## src/rtl/clkmon_pkg.sv

```systemverilog
// Shared definitions for the clock-enable slice monitor: state encoding,
// sync slot, strobe bit order and default lock length.
package clkmon_pkg;

  typedef enum logic [1:0] {
    ST_HUNT   = 2'd0,
    ST_VERIFY = 2'd1,
    ST_LOCKED = 2'd2
  } state_t;

  localparam logic [5:0] SYNC_SLOT = 6'd32;
  localparam int LOCK_CYCLES_DEF = 64;

  // Bit positions of each strobe inside the 7-bit strobe vector
  localparam int STB_CE12    = 0;
  localparam int STB_CE6     = 1;
  localparam int STB_CE3     = 2;
  localparam int STB_CE3V    = 3;
  localparam int STB_VIDEO   = 4;
  localparam int STB_CE1M5   = 5;
  localparam int STB_PIPE_AB = 6;
  localparam int STB_W       = 7;

endpackage

```

## src/rtl/clkmon_decode.sv

```systemverilog
// Combinational map from a 6-bit slot counter value to the strobe pattern
// an ideal clock-enable generator would present in that slot.
module clkmon_decode
  import clkmon_pkg::*;
(
  input  logic [5:0]       slot,
  output logic [STB_W-1:0] strobes
);

  always_comb begin
    strobes = '0;
    strobes[STB_CE12]    = slot[0];
    strobes[STB_CE6]     = slot[1] & slot[0];
    strobes[STB_CE3]     = slot[2] & ~slot[1] & slot[0];
    strobes[STB_CE3V]    = slot[2] & slot[1] & ~slot[0];
    strobes[STB_VIDEO]   = ~slot[2];
    strobes[STB_CE1M5]   = slot[3] & slot[2] & ~slot[1] & slot[0];
    strobes[STB_PIPE_AB] = slot[5];
  end

endmodule

```

## src/rtl/clk_slice_monitor.sv

```systemverilog
// Recovers the slot counter from observed clock-enable strobes and flags any
// deviation. Optional saturating error counter: define CLKMON_ERRCNT_EN.
module clk_slice_monitor
  import clkmon_pkg::*;
#(
  parameter int LOCK_CYCLES = LOCK_CYCLES_DEF
) (
  input  logic       clk24,
  input  logic       reset,
  input  logic       ce12,
  input  logic       ce6,
  input  logic       ce3,
  input  logic       ce3v,
  input  logic       video_slice,
  input  logic       pipe_ab,
  input  logic       ce1m5,
  output logic       locked,
  output logic [5:0] phase,
  output logic       mismatch,
  output logic [7:0] err_count
);

  localparam logic [7:0] VCNT_LAST = 8'(LOCK_CYCLES - 2);

  state_t           state_reg, state_next;
  logic [5:0]       phase_reg, phase_next;
  logic [7:0]       vcnt_reg, vcnt_next;
  logic             locked_reg;
  logic             mismatch_reg, mismatch_next;
  logic             pab_q_reg;

  logic [STB_W-1:0] observed;
  logic [STB_W-1:0] exp_sync;
  logic [STB_W-1:0] exp_run;
  logic [5:0]       phase_inc;
  logic             rise;
  logic             sync_hit;
  logic             run_match;

  always_comb begin
    observed              = '0;
    observed[STB_CE12]    = ce12;
    observed[STB_CE6]     = ce6;
    observed[STB_CE3]     = ce3;
    observed[STB_CE3V]    = ce3v;
    observed[STB_VIDEO]   = video_slice;
    observed[STB_CE1M5]   = ce1m5;
    observed[STB_PIPE_AB] = pipe_ab;
  end

  assign phase_inc = phase_reg + 6'd1;

  clkmon_decode u_decode_sync (
    .slot    (SYNC_SLOT),
    .strobes (exp_sync)
  );

  clkmon_decode u_decode_run (
    .slot    (phase_inc),
    .strobes (exp_run)
  );

  // A rise implies pipe_ab=1, which the sync pattern also expects, so a full
  // vector compare is equivalent to checking only the other six strobes.
  assign rise      = pipe_ab & ~pab_q_reg;
  assign sync_hit  = rise && (observed == exp_sync);
  assign run_match = (observed == exp_run);

  always_comb begin
    state_next    = state_reg;
    phase_next    = phase_reg;
    vcnt_next     = vcnt_reg;
    mismatch_next = 1'b0;
    case (state_reg)
      ST_HUNT: begin
        if (sync_hit) begin
          state_next = ST_VERIFY;
          phase_next = SYNC_SLOT;
          vcnt_next  = 8'd0;
        end
      end
      ST_VERIFY: begin
        if (!run_match) begin
          state_next    = ST_HUNT;
          phase_next    = 6'd0;
          vcnt_next     = 8'd0;
          mismatch_next = 1'b1;
        end else begin
          phase_next = phase_inc;
          vcnt_next  = vcnt_reg + 8'd1;
          if (vcnt_reg == VCNT_LAST) begin
            state_next = ST_LOCKED;
          end
        end
      end
      ST_LOCKED: begin
        if (!run_match) begin
          state_next    = ST_HUNT;
          phase_next    = 6'd0;
          vcnt_next     = 8'd0;
          mismatch_next = 1'b1;
        end else begin
          phase_next = phase_inc;
        end
      end
      default: begin
        state_next = ST_HUNT;
        phase_next = 6'd0;
        vcnt_next  = 8'd0;
      end
    endcase
  end

  // pab_q resets high so a pipe_ab held through reset is not seen as a rise
  always_ff @(posedge clk24) begin
    if (reset) begin
      state_reg    <= ST_HUNT;
      phase_reg    <= 6'd0;
      vcnt_reg     <= 8'd0;
      locked_reg   <= 1'b0;
      mismatch_reg <= 1'b0;
      pab_q_reg    <= 1'b1;
    end else begin
      state_reg    <= state_next;
      phase_reg    <= phase_next;
      vcnt_reg     <= vcnt_next;
      locked_reg   <= (state_next == ST_LOCKED);
      mismatch_reg <= mismatch_next;
      pab_q_reg    <= pipe_ab;
    end
  end

`ifdef CLKMON_ERRCNT_EN
  logic [7:0] err_reg;

  always_ff @(posedge clk24) begin
    if (reset) begin
      err_reg <= 8'd0;
    end else if (mismatch_next && (err_reg != 8'hFF)) begin
      err_reg <= err_reg + 8'd1;
    end
  end

  assign err_count = err_reg;
`else
  assign err_count = 8'd0;
`endif

  assign locked   = locked_reg;
  assign phase    = phase_reg;
  assign mismatch = mismatch_reg;

endmodule
```

## config.mk

```make
export PLATFORM = sky130hd
export DESIGN_NAME = clk_slice_monitor
export DESIGN_NICKNAME = d
export VERILOG_FILES = /design/src/rtl/clkmon_pkg.sv /design/src/rtl/clkmon_decode.sv /design/src/rtl/clk_slice_monitor.sv
export SDC_FILE = /design/constraint.sdc
export NUM_CORES = 1
export LEC_CHECK = 0
export BUFFER_PORTS_ARGS = -buffer_cell sky130_fd_sc_hd__buf_2
export CORE_ASPECT_RATIO = 1.5
export CORE_MARGIN = 2
export CORE_UTILIZATION = 50
export CTS_BUF_LIST = sky130_fd_sc_hd__clkbuf_4
export DETAILED_ROUTE_END_ITERATION = 10
export GPL_ROUTABILITY_DRIVEN = 0
export GPL_TIMING_DRIVEN = 0
export HOLD_SLACK_MARGIN = 0.15
export PLACE_DENSITY_LB_ADDON = 0.1
export SYNTH_ARGS = -nofsm -noshare
export SYNTH_HDL_FRONTEND = slang
export SYNTH_SLANG_ARGS = --single-unit
```

## constraint.sdc

```tcl
create_clock -name clk24 -period 5.78 [get_ports clk24]
set_input_delay 1.156 -clock clk24 [delete_from_list [all_inputs] [get_ports clk24]]
set_output_delay 1.156 -clock clk24 [all_outputs]
set_load 0.03 [all_outputs]
```

Word-level counts from Yosys, hierarchy flattened:

Cells that the tools add are included.

* bitwise gates (word level): 14
* equal/unequal tests: 8
* $add $sub $neg: 2
* reductions and logical operators: 5
* mux-type cells: 13

Operators by type and width (number)
* two-way mux 8 bit: 3
* case mux 8 bit (3 select lines): 1
* two-way mux 6 bit: 2
* case mux 6 bit (2 select lines): 1
* bitwise AND 1 bit: 9
* adder 8 x 1 -> 8 bit, second input constant: 1
* equality test 8 x 6 -> 1 bit, second input constant: 1
* two-way mux 2 bit: 4
* equality test 7 bit: 1
* equality test 7 bit, second input constant: 1
* adder 6 x 1 -> 6 bit, second input constant: 1
* case mux 2 bit (3 select lines): 1
* NOT 1 bit: 5
* equality test 2 bit, second input constant: 2
* != test 2 bit, second input constant: 2
* OR reduction 2 bit: 2
* equality test 2 x 1 -> 1 bit, second input constant: 1
* logical NOT 2 bit: 1
* AND reduction 2 bit: 1
* logical AND 1 bit: 1
* two-way mux 1 bit: 1

* input bits: 9
* flip-flop bits (word level): 19

Longest topological paths before layout:

Gate-level depths: netlist (run 1).

* depth in word-level cells: 8
* gate-level depth with buffers: 10
* gate-level depth less buffers: 8

Modules after synthesis:

Synthesis (run 1) repeated with hierarchy kept, for this count alone.

* cell total of the unflattened synthesis: 163
* area total of the unflattened synthesis: 1386.3 um^2

By module, submodules not included
* clk_slice_monitor: times used 1, cells each 149, area an instance 1273.7 um^2
* clkmon_decode: times used 2, cells each 7, area an instance 56.3 um^2

Worst setup path after synthesis (run 1):

Ideal clock, no wire load.

* path kind: register to register
* from: reg phase_reg[0] (netlist: phase[0])
* to: reg vcnt_reg[2]
* arrival time: 2.715 ns
* setup slack: 2.922 ns
* clock period less this slack: 2.858 ns
* path buffers: 2
* cell stages (with the launch flop): 11
* setup time: 0.143 ns
* data required time: 5.637 ns
* path through: dfxtp_1 -> buf_2 -> inv_1 -> ha_1 -> or4bb_1 -> a21oi_1 -> nor2_1 -> o41ai_2 -> buf_2 -> or3_1 -> a21oi_1

* cells in the longest elaborated chain, start to end: 7

RTL lines
* from (decl): line clk_slice_monitor.sv:26 `logic [5:0] phase_reg, phase_next;`
* from (signal assigned): line clk_slice_monitor.sv:125 `phase_reg <= phase_next;`
* adder 6 x 1 -> 6 bit (*): line clk_slice_monitor.sv:51 `assign phase_inc = phase_reg + 6'd1;`
* bitwise AND 1 bit or NOT 1 bit (tied branches): line clkmon_decode.sv:17, clkmon_decode.sv:14
* bitwise AND 1 bit (on tied branches) (2 in series): line clkmon_decode.sv:17, clkmon_decode.sv:14
* equality test 7 bit (*): line clk_slice_monitor.sv:67 `assign run_match = (observed == exp_run);`
* two-way mux 8 bit or != test 2 bit (tied branches)
* case mux 8 bit (3 select lines) or AND reduction 2 bit (tied branches)
* to (signal assigned): line clk_slice_monitor.sv:126 `vcnt_reg <= vcnt_next;`
* to (decl): line clk_slice_monitor.sv:27 `logic [7:0] vcnt_reg, vcnt_next;`

Every way passes the cells marked *; elsewhere a longest branch is shown, timed or not.
A chain may end at the register's enable or synchronous reset.

Worst setup path in the final report (run 1):

* from: reg phase_reg[0] (netlist: phase[0])
* to: reg vcnt_reg[0]

The elaborated chain is that of the path after synthesis.

==> results of run 1 <==
## how the worst min path moves through the flow
stage / from / endpoint / depth (start not counted)
final: vcnt_reg[5] / vcnt_reg[5] / 2
after CTS: vcnt_reg[5] / vcnt_reg[5] / 2
after floorplan: vcnt_reg[5] / vcnt_reg[5] / 2
after global placement: vcnt_reg[5] / vcnt_reg[5] / 2
after detailed placement: vcnt_reg[5] / vcnt_reg[5] / 2
after global routing: vcnt_reg[7] / vcnt_reg[7] / 2
## worst max-delay path: stages (launching register included)
cell     delay [ns]
dfxtp_1        0.36
buf_2          0.20
inv_1          0.08
ha_1           0.36
or4bb_1        0.51
a21oi_1        0.15
nor2_1         0.12
o41ai_2        0.55
buf_2          0.29
xnor2_1        0.14
nor2_1         0.05
## metal layers
metal  up-vias  routed length (um)
met5         -                   0
li1        584                   -
met3        12                  93
met1       542                1014
met4         0                  87
met2        32                1445
## cells in the mapped netlist
cell type and count:
o31a_1 1, nor3_4 1, a31oi_1 2, a211oi_1 1, a311oi_1 1, buf_2 2, and3_1 1, and4_1 1
o211ai_1 1, dfxtp_1 19, buf_4 8, or2_2 1, or4b_1 1, nand4_2 1, a32oi_1 1, inv_1 8
o21ai_0 7, xor3_1 1, nand2_1 10, nor2_1 16, or3_1 6, nand4_1 5, and2_1 1, or4bb_1 2
nand4bb_1 1, nor3_1 2, xor2_1 2, buf_1 1, conb_1 1, o21ai_1 1, a21oi_1 14, nor3b_1 3
or4_1 2, o31ai_1 1, ha_1 8, clkbuf_1 1, o41ai_2 1, nor2b_1 3, nor4_1 1, xnor2_1 4
nand3_1 9
## through the flow
step	power, mW	utilization [%]	area (um^2)
finish	0.2303	58.73	1406
global route	0.2397	58.73	1406
CTS	0.2319	58.73	1406
detailed placement	0.1593	57.47	1376
global placement	0.1587	57.47	1376
floorplan	0.1533	-	1266
## power groups by stage
stage | clock [mW] | sequential, mW | combinational, mW
after global routing | 0.0810 | 0.132 | 0.0271
after floorplan | 0 | 0.135 | 0.0188
after global placement | 0 | 0.134 | 0.0242
after detailed placement | 0 | 0.135 | 0.0248
final | 0.0738 | 0.131 | 0.0250
after CTS | 0.0756 | 0.132 | 0.0248
## kinds of logic after synthesis
group | count (synthesis)
XOR/XNOR | 7
AO/OA/AOI/OAI | 31
flip-flops | 19
other | 1
adder cells (fa/ha/maj) | 8
AND/OR/NAND/NOR | 67
buffers and inverters | 20
## final cells by class
| cell class | count | area (um^2) | share of cell area (%) |
|---|---|---|---|
| multi-input combinational | 121 | 778.2 | 55.34 |
| sequential | 19 | 380.4 | 27.05 |
| timing repair buffer | 16 | 80.08 | 5.694 |
| buffer | 12 | 77.57 | 5.516 |
| clock buffer | 4 | 30.03 | 2.135 |
| inverter | 8 | 30.03 | 2.135 |
| tap | 24 | 30.03 | 2.135 |
==> impl_metrics.json, run 1 <==
{
  "area_growth_pct": 13.42,
  "largest_register_ffs": 8,
  "tightest_slew_ns": 0.7174,
  "n_fill_cell": 242,
  "drt_first_pass_iters": 4,
  "synth_area_per_cell_um2": 8.104,
  "cts_tree": "yes",
  "clkSinkCount": 19,
  "critPathArrivalTime_ns": 3.13,
  "diodes": 0,
  "core_area_um2": 2395,
  "combPwrFrac_pct": 10.9,
  "skew_ns": 0.002680,
  "p_seq_share_pct": 57.1,
  "r2r_setup_slack_ns": 2.83,
  "nets": 198,
  "cts-hold-fix-buffers": 0,
  "numCtsBuffers": 3,
  "fin_ws_ns": 2.831,
  "synth_xor_area_share_pct": 6.155,
  "synth_top_family_by_area": "simple AND/OR/NAND/NOR gates",
  "path_class": "flop to flop",
  "ctsResizeCount": 0,
  "pwr_density_cell_nw_per_um2": 163.8,
  "clock_path_buffers": 2,
  "p_clk_share_pct": 32.0,
  "grt_pass1_vias": 1176,
  "crit_required_ns": 5.96,
  "ioPinCount": 25,
  "synth_top_area_share_pct": 30.68,
  "switching_share_pct": 25.19,
  "syn_inst": 153,
  "relSlewSlack_pct": 52.18,
  "synth_area_leader_cell": "dfxtp_1",
  "yosys.area_share.simple_pct": 30.98,
  "synth_compound_area_share_pct": 15.14,
  "die_w_um": 44.66,
  "synth_fa_ha_area_share_pct": 8.073,
  "netlist_area_um2": 1240,
  "reg2regPathDepth": 10,
  "p_switching_mw": 0.05801,
  "hold_path.class": "flop to flop",
  "post-dp-hpwl_um": 2128,
  "vias": 1170,
  "clkLatencyLatePin_ns": 0.31,
  "postCtsSetupBuffers": 0,
  "hold_violations": 0,
  "yosysSeqAreaShare_pct": 30.68,
  "fmax_ghz": 0.3391,
  "period_minus_slack_ns": 2.949,
  "endpoint_kind": "flop",
  "setup_viol": 0,
  "grt_usage_pct": 21.70,
  "leakage_nw": 0.5576,
  "grt_most_used_layer": "met2",
  "grt_overflow": 0,
  "drc_errors": 0,
  "first_iter_violations": 32,
  "met3_usage_pct": 1.671,
  "path_max_fanout": 10,
  "clk_pin_slew_worst_paths_ns": 0.11,
  "hold-worst-slack_ns": 0.4961,
  "cts_root_buf": "clkbuf_4",
  "crit_end": "vcnt_reg[0]",
  "grt_use_met2_pct": 39.31,
  "status": "finished clean",
  "synth.distinct_cells": 41,
  "die-area_um2": 2902,
  "slew_viol_final": 0,
  "synth.area.top_cells": "dfxtp_1 31%, ha_1 8.1%, a21oi_1 5.7%, buf_4 4.8%, nor2_1 4.8%",
  "drv_cap": 0,
  "yosys_register_bits": 19,
  "r2r-end": "vcnt_reg[0]",
  "grt_max_degree": 11,
  "grtUsageMet1_pct": 22.34,
  "wire_per_inst_um": 12.95,
  "fin_crit_sh_pct": 51.02,
  "yosys-mux-area-fraction_pct": 0,
  "start_util_pct": 51.78,
  "rsz0062_at_grt": "no",
  "wirelength_um": 2641,
  "crit_path_start_kind": "flop",
  "post-place-cells": 200,
  "grt_pass1_wl_um": 4774,
  "final.setup.tns_ns": 0,
  "layoutNonFillerInstCount": 204,
  "pre_cts_slack_ns": 2.569,
  "port_buffers": 16,
  "row_count": 22,
  "avgViaCountPerCell": 5.735,
  "worstSetupStartpoint": "phase[0]",
  "antenna_found_initial": 0,
  "final_common_cell": "dfxtp_1",
  "max-vdd-ir-drop_uv": 123.8,
  "layout.cells.most_common_list": "19 x dfxtp_1, 18 x buf_2, 16 x nor2_1, 14 x a21oi_1, 10 x nand2_1",
  "cts-htree-levels": 1,
  "r2r_start": "phase[0]",
  "p_int_mw": 0.1723,
  "drtAntennaViolNets": 0,
  "yosysWarnings": 0,
  "die_y_um": 64.99,
  "drive_gt1_share_pct": 18.89
}
(Power assumes the default switching activity.)
==> inputs of run 2 (changes only) <==
- clock period: 5.78 -> 2.4 ns (I/O delays scaled with it)
==> impl_metrics.json, run 2 (synthesis results as in run 1) <==
{
  "status": "finished with violations",
  "violations": "negative setup slack",
  "relSlewSlack_pct": 65.30,
  "tightest_slew_ns": 0.5171,
  "numCtsBuffers": 3,
  "cp_top_family": "simple AND/OR/NAND/NOR gates",
  "leakage_nw": 0.6118,
  "die_y_um": 64.99,
  "skew_ns": 0.004757,
  "drive_gt1_share_pct": 31.55,
  "port_buffers": 16,
  "grt_usage_pct": 22.36,
  "hold-worst-slack_ns": 0.4320,
  "ioPinCount": 25,
  "wirelength_um": 3030,
  "grt_overflow": 0,
  "avgViaCountPerCell": 5.607,
  "fmax_ghz": 0.4154,
  "critPathMaxStageDelay_ns": 0.50,
  "cts_root_buf": "clkbuf_4",
  "min_delay_worst_endpoint": "pab_q_reg",
  "drtAntennaViolNets": 0,
  "fin_ws_ns": -0.007486,
  "slew_viol_final": 0,
  "rsz0062_at_grt": "yes",
  "setup_viol": 1,
  "die_w_um": 44.66,
  "reg2regPathDepth": 9,
  "cts-htree-levels": 1,
  "largest_register_ffs": 8,
  "post-dp-hpwl_um": 2158,
  "crit_path_start_kind": "flop",
  "totalPowerFinal_mw": 0.5524,
  "first_iter_violations": 27,
  "critPathArrivalTime_ns": 2.65,
  "grt_pass1_wl_um": 5002,
  "clkSinkCount": 19,
  "final.setup.tns_ns": -0.007486,
  "nets": 205,
  "pwr_density_cell_nw_per_um2": 346.5,
  "final_common_cell": "dfxtp_1",
  "diodes": 0,
  "core_area_um2": 2395,
  "start_util_pct": 51.78,
  "clkLatencyLatePin_ns": 0.30,
  "clock_path_buffers": 2,
  "drc_errors": 0,
  "hold_path.class": "input port to flop",
  "grt_pass1_vias": 1157,
  "slowest_stage": "or4bb_1",
  "layout.cells.most_common_list": "17 x dfxtp_1, 16 x buf_2, 15 x buf_4, 14 x nor2_1, 11 x a21oi_1",
  "area_growth_pct": 28.56,
  "place_area_um2": 1428,
  "clk_pin_slew_worst_paths_ns": 0.11,
  "r2r_setup_slack_ns": -0.007,
  "drv_cap": 0,
  "vias": 1183,
  "path_class": "flop to flop",
  "die-area_um2": 2902,
  "wire_per_inst_um": 14.36,
  "min_from": "pipe_ab",
  "finish.utilization_pct": 66.56,
  "fin_crit_sh_pct": 100.3,
  "period_minus_slack_ns": 2.407,
  "worst_path_most_repeated_cell": "a21oi_2",
  "r2r-end": "vcnt_reg[1]",
  "cts-hold-fix-buffers": 0,
  "crit_required_ns": 2.64,
  "path_max_fanout": 4,
  "r2r_start": "phase[0]",
  "min_path_cells": 2,
  "max-vdd-ir-drop_uv": 279.0,
  "hold_violations": 0,
  "stdcell_area_um2": 1594,
  "grt_max_degree": 12,
  "row_count": 22,
  "cts_tree": "yes",
  "crit_buf_inv": 2,
  "antenna_found_initial": 0,
  "worstPathCellList": "buf_6, inv_4, ha_4, or4bb_1, a21oi_2, nor2_4, nor3_4, or4b_1, a21oi_2",
  "endpoint_kind": "flop",
  "drt_first_pass_iters": 4
}
[run 2: cell count changes in the layout (fill, tap and decap cells not counted), sizes merged]
cell / delta
buf: +7
clkbuf: -1
clkinv: +1
[run 2: cell type report]
cell class	instances	area [um^2]
inverters	8	32.53
well taps	24	30.03
multi-input cells	121	895.9
repair buffers	23	136.4
clock buffers	3	22.52
clock inverters	1	5.005
plain buffers	12	86.33
flip-flops and latches	19	385.4
fillers	216	800.8
[run 2: worst max path at each step]
stage | to | slack, ns | cells after the start | from
6_report | vcnt_reg[1] | -0.007 | 9 | phase[0]
5_1_grt | vcnt_reg[5] | -0.11 | 10 | phase[0]
4_1_cts | vcnt_reg[5] | -0.003 | 10 | phase[0]
3_5_place_dp | vcnt_reg[1] | -0.21 | 9 | phase[0]
3_3_place_gp | vcnt_reg[1] | -0.12 | 7 | phase[1]
2_1_floorplan | vcnt_reg[1] | -0.04 | 9 | phase[0]
[run 2: what timing repair did]
item | 4_1_cts | 5_1_grt
cloned | 1 | 0
setup buffers | 5 | 1
setup endpoints to repair | 10 | 10
gates resized for setup | 6 | 18
pin swaps | 3 | 11
[run 2: per-layer routing]
layer / GRT usage (%) / part of all wire (%) / vias to the layer above
met4: 9.091 / 1.1 / 0
met3: 2.228 / 2.3 / 4
met5: 0 / 0 / -
li1: - / - / 604
met1: 24.91 / 39 / 555
met2: 40.94 / 57 / 20
[run 2: per-stage QoR]
| stage | setup WS [ns] | std cells |
|---|---|---|
| after floorplan | -0.03602 | 160 |
| after global placement | -0.1175 | 200 |
| after detailed placement | -0.2130 | 200 |
| after CTS | -0.002584 | 210 |
| after global routing | -0.1058 | 211 |
| final | -0.007486 | 211 |
[run 2: worst register-to-register path, stage by stage (launching register included)]
cell,delay [ns]
dfxtp_4,0.37
buf_6,0.11
inv_4,0.05
ha_4,0.19
or4bb_1,0.50
a21oi_2,0.22
nor2_4,0.07
nor3_4,0.21
or4b_1,0.47
a21oi_2,0.15
[run 2: report_power, final]
part	leakage (nW)	internal [mW]	total, mW	switching (mW)
sequential	0.155	0.315	0.316	0.000435
clock	0.0177	0.0622	0.168	0.106
combinational	0.440	0.0261	0.0690	0.0430
==> inputs of run 3 (changes only) <==
- CORE_ASPECT_RATIO: 1.5 -> 0.8
==> impl_metrics.json, run 3 (synthesis results as in run 1) <==
{
  "status": "finished with violations",
  "violations": "negative setup slack",
  "p_clk_share_pct": 30.8,
  "drc_errors": 0,
  "leakage_nw": 0.6270,
  "path_class": "flop to flop",
  "clk_pin_slew_worst_paths_ns": 0.12,
  "p_switching_mw": 0.1539,
  "final.setup.tns_ns": -0.1794,
  "fin_crit_sh_pct": 102.4,
  "switching_share_pct": 27.48,
  "endpoint_kind": "flop",
  "cts-hold-fix-buffers": 0,
  "grt_overflow": 0,
  "start_util_pct": 51.61,
  "crit_required_ns": 2.64,
  "max-vdd-ir-drop_uv": 299.9,
  "row_count": 16,
  "area_growth_pct": 29.67,
  "die-area_um2": 2897,
  "crit_path_start_kind": "flop",
  "wire_per_inst_um": 14.10,
  "wirelength_um": 3074,
  "clkLatencyLatePin_ns": 0.31,
  "period_minus_slack_ns": 2.458,
  "combPwrFrac_pct": 12.8,
  "p_int_mw": 0.4060,
  "largest_register_ffs": 8,
  "grt_max_degree": 12,
  "drv_cap": 0,
  "cts-htree-levels": 1,
  "cts_tree": "yes",
  "drive_gt1_share_pct": 31.41,
  "ioPinCount": 25,
  "path_max_fanout": 5,
  "setup_viol": 7,
  "layoutNonFillerInstCount": 218,
  "drtAntennaViolNets": 0,
  "post-dp-hpwl_um": 2159,
  "nets": 209,
  "slew_viol_final": 0,
  "hold_path.class": "input port to flop",
  "cts_root_buf": "clkbuf_4",
  "totalPowerFinal_mw": 0.5599,
  "first_iter_violations": 51,
  "die_y_um": 48.54,
  "drt_first_pass_iters": 4,
  "n_fill_cell": 198,
  "skew_ns": 0.002683,
  "grt_usage_pct": 22.44,
  "clkSinkCount": 19,
  "fmax_ghz": 0.4068,
  "core_area_um2": 2402,
  "pwr_density_cell_nw_per_um2": 348.3,
  "port_buffers": 16,
  "fin_ws_ns": -0.05816,
  "tightest_slew_ns": 0.5286,
  "relSlewSlack_pct": 64.76,
  "p_seq_share_pct": 56.4,
  "rsz0062_at_grt": "yes",
  "clock_path_buffers": 2,
  "hold_violations": 0,
  "post-place-cells": 203,
  "numCtsBuffers": 3,
  "finish.utilization_pct": 66.93,
  "pre_cts_slack_ns": -0.1822,
  "antenna_found_initial": 0,
  "grt_pass1_vias": 1124,
  "layout.cells.most_common_list": "17 x buf_4, 17 x dfxtp_1, 16 x buf_2, 14 x nor2_1, 10 x a21oi_1",
  "critPathArrivalTime_ns": 2.70,
  "diodes": 0,
  "avgViaCountPerCell": 5.523,
  "die_w_um": 59.68,
  "grt_pass1_wl_um": 5030,
  "vias": 1204
}
run 3: layer usage:
metal / up-vias / global-route usage, % / wire length (um)
li1: 613 / - / -
met2: 34 / 34.96 / 1443
met4: 0 / 3.333 / 15
met3: 2 / 5.615 / 155
met1: 555 / 31.83 / 1459
met5: - / 0 / 0
run 3: final cells by class:
| class | count | area (um^2) | area share [%] |
|---|---|---|---|
| Buffer | 12 | 86.33 | 5.370 |
| Clock buffer | 3 | 22.52 | 1.401 |
| Clock inverter | 1 | 5.005 | 0.3113 |
| Inverter | 8 | 32.53 | 2.023 |
| Multi-Input combinational cell | 121 | 859.6 | 53.46 |
| Sequential cell | 19 | 385.4 | 23.97 |
| Tap cell | 27 | 33.78 | 2.101 |
| Timing Repair Buffer | 27 | 182.7 | 11.36 |
run 3: per-stage QoR:
stage          hold WS [ns]  instance area (um^2)
2_1_floorplan        0.4540                  1318
3_3_place_gp         0.4690                  1431
3_5_place_dp         0.4832                  1431
4_1_cts              0.4262                  1534
5_1_grt              0.4449                  1608
6_report             0.4505                  1608
run 3: worst max-delay path, stage by stage, from the launching register on:
cell and delay (ns):
dfxtp_4 0.37, buf_6 0.11, inv_4 0.05, ha_4 0.19, or4bb_1 0.50, a21oi_2 0.19, nor2_4 0.07, o41ai_4 0.43
buf_4 0.21, buf_6 0.09, nand2_2 0.04, a21oi_1 0.13
run 3: power by group through the flow:
stage | Combinational [mW] | Sequential, mW | Clock, mW
6_report | 0.0716 | 0.316 | 0.173
5_1_grt | 0.0761 | 0.316 | 0.187
4_1_cts | 0.0638 | 0.316 | 0.175
3_5_place_dp | 0.0620 | 0.323 | 0
3_3_place_gp | 0.0611 | 0.323 | 0
2_1_floorplan | 0.0475 | 0.323 | 0
run 3: path summary, 6_finish.rpt:
kind / start / endpoint / slack [ns] / cells after the start
hold reg to reg: vcnt_reg[4] / vcnt_reg[4] / 0.50 / 2
setup reg to reg: phase[0] / vcnt_reg[1] / -0.06 / 11
hold / removal: pipe_ab / pab_q_reg / 0.45 / 2
setup / recovery: phase[0] / vcnt_reg[1] / -0.06 / 11
run 3: timing repair:
action                     in CTS  in global routing
gates cloned                    1                  0
gates resized for setup         5                 13
pin swaps                       9                 11
buffers inserted                8                  2
setup endpoints to repair      11                 12
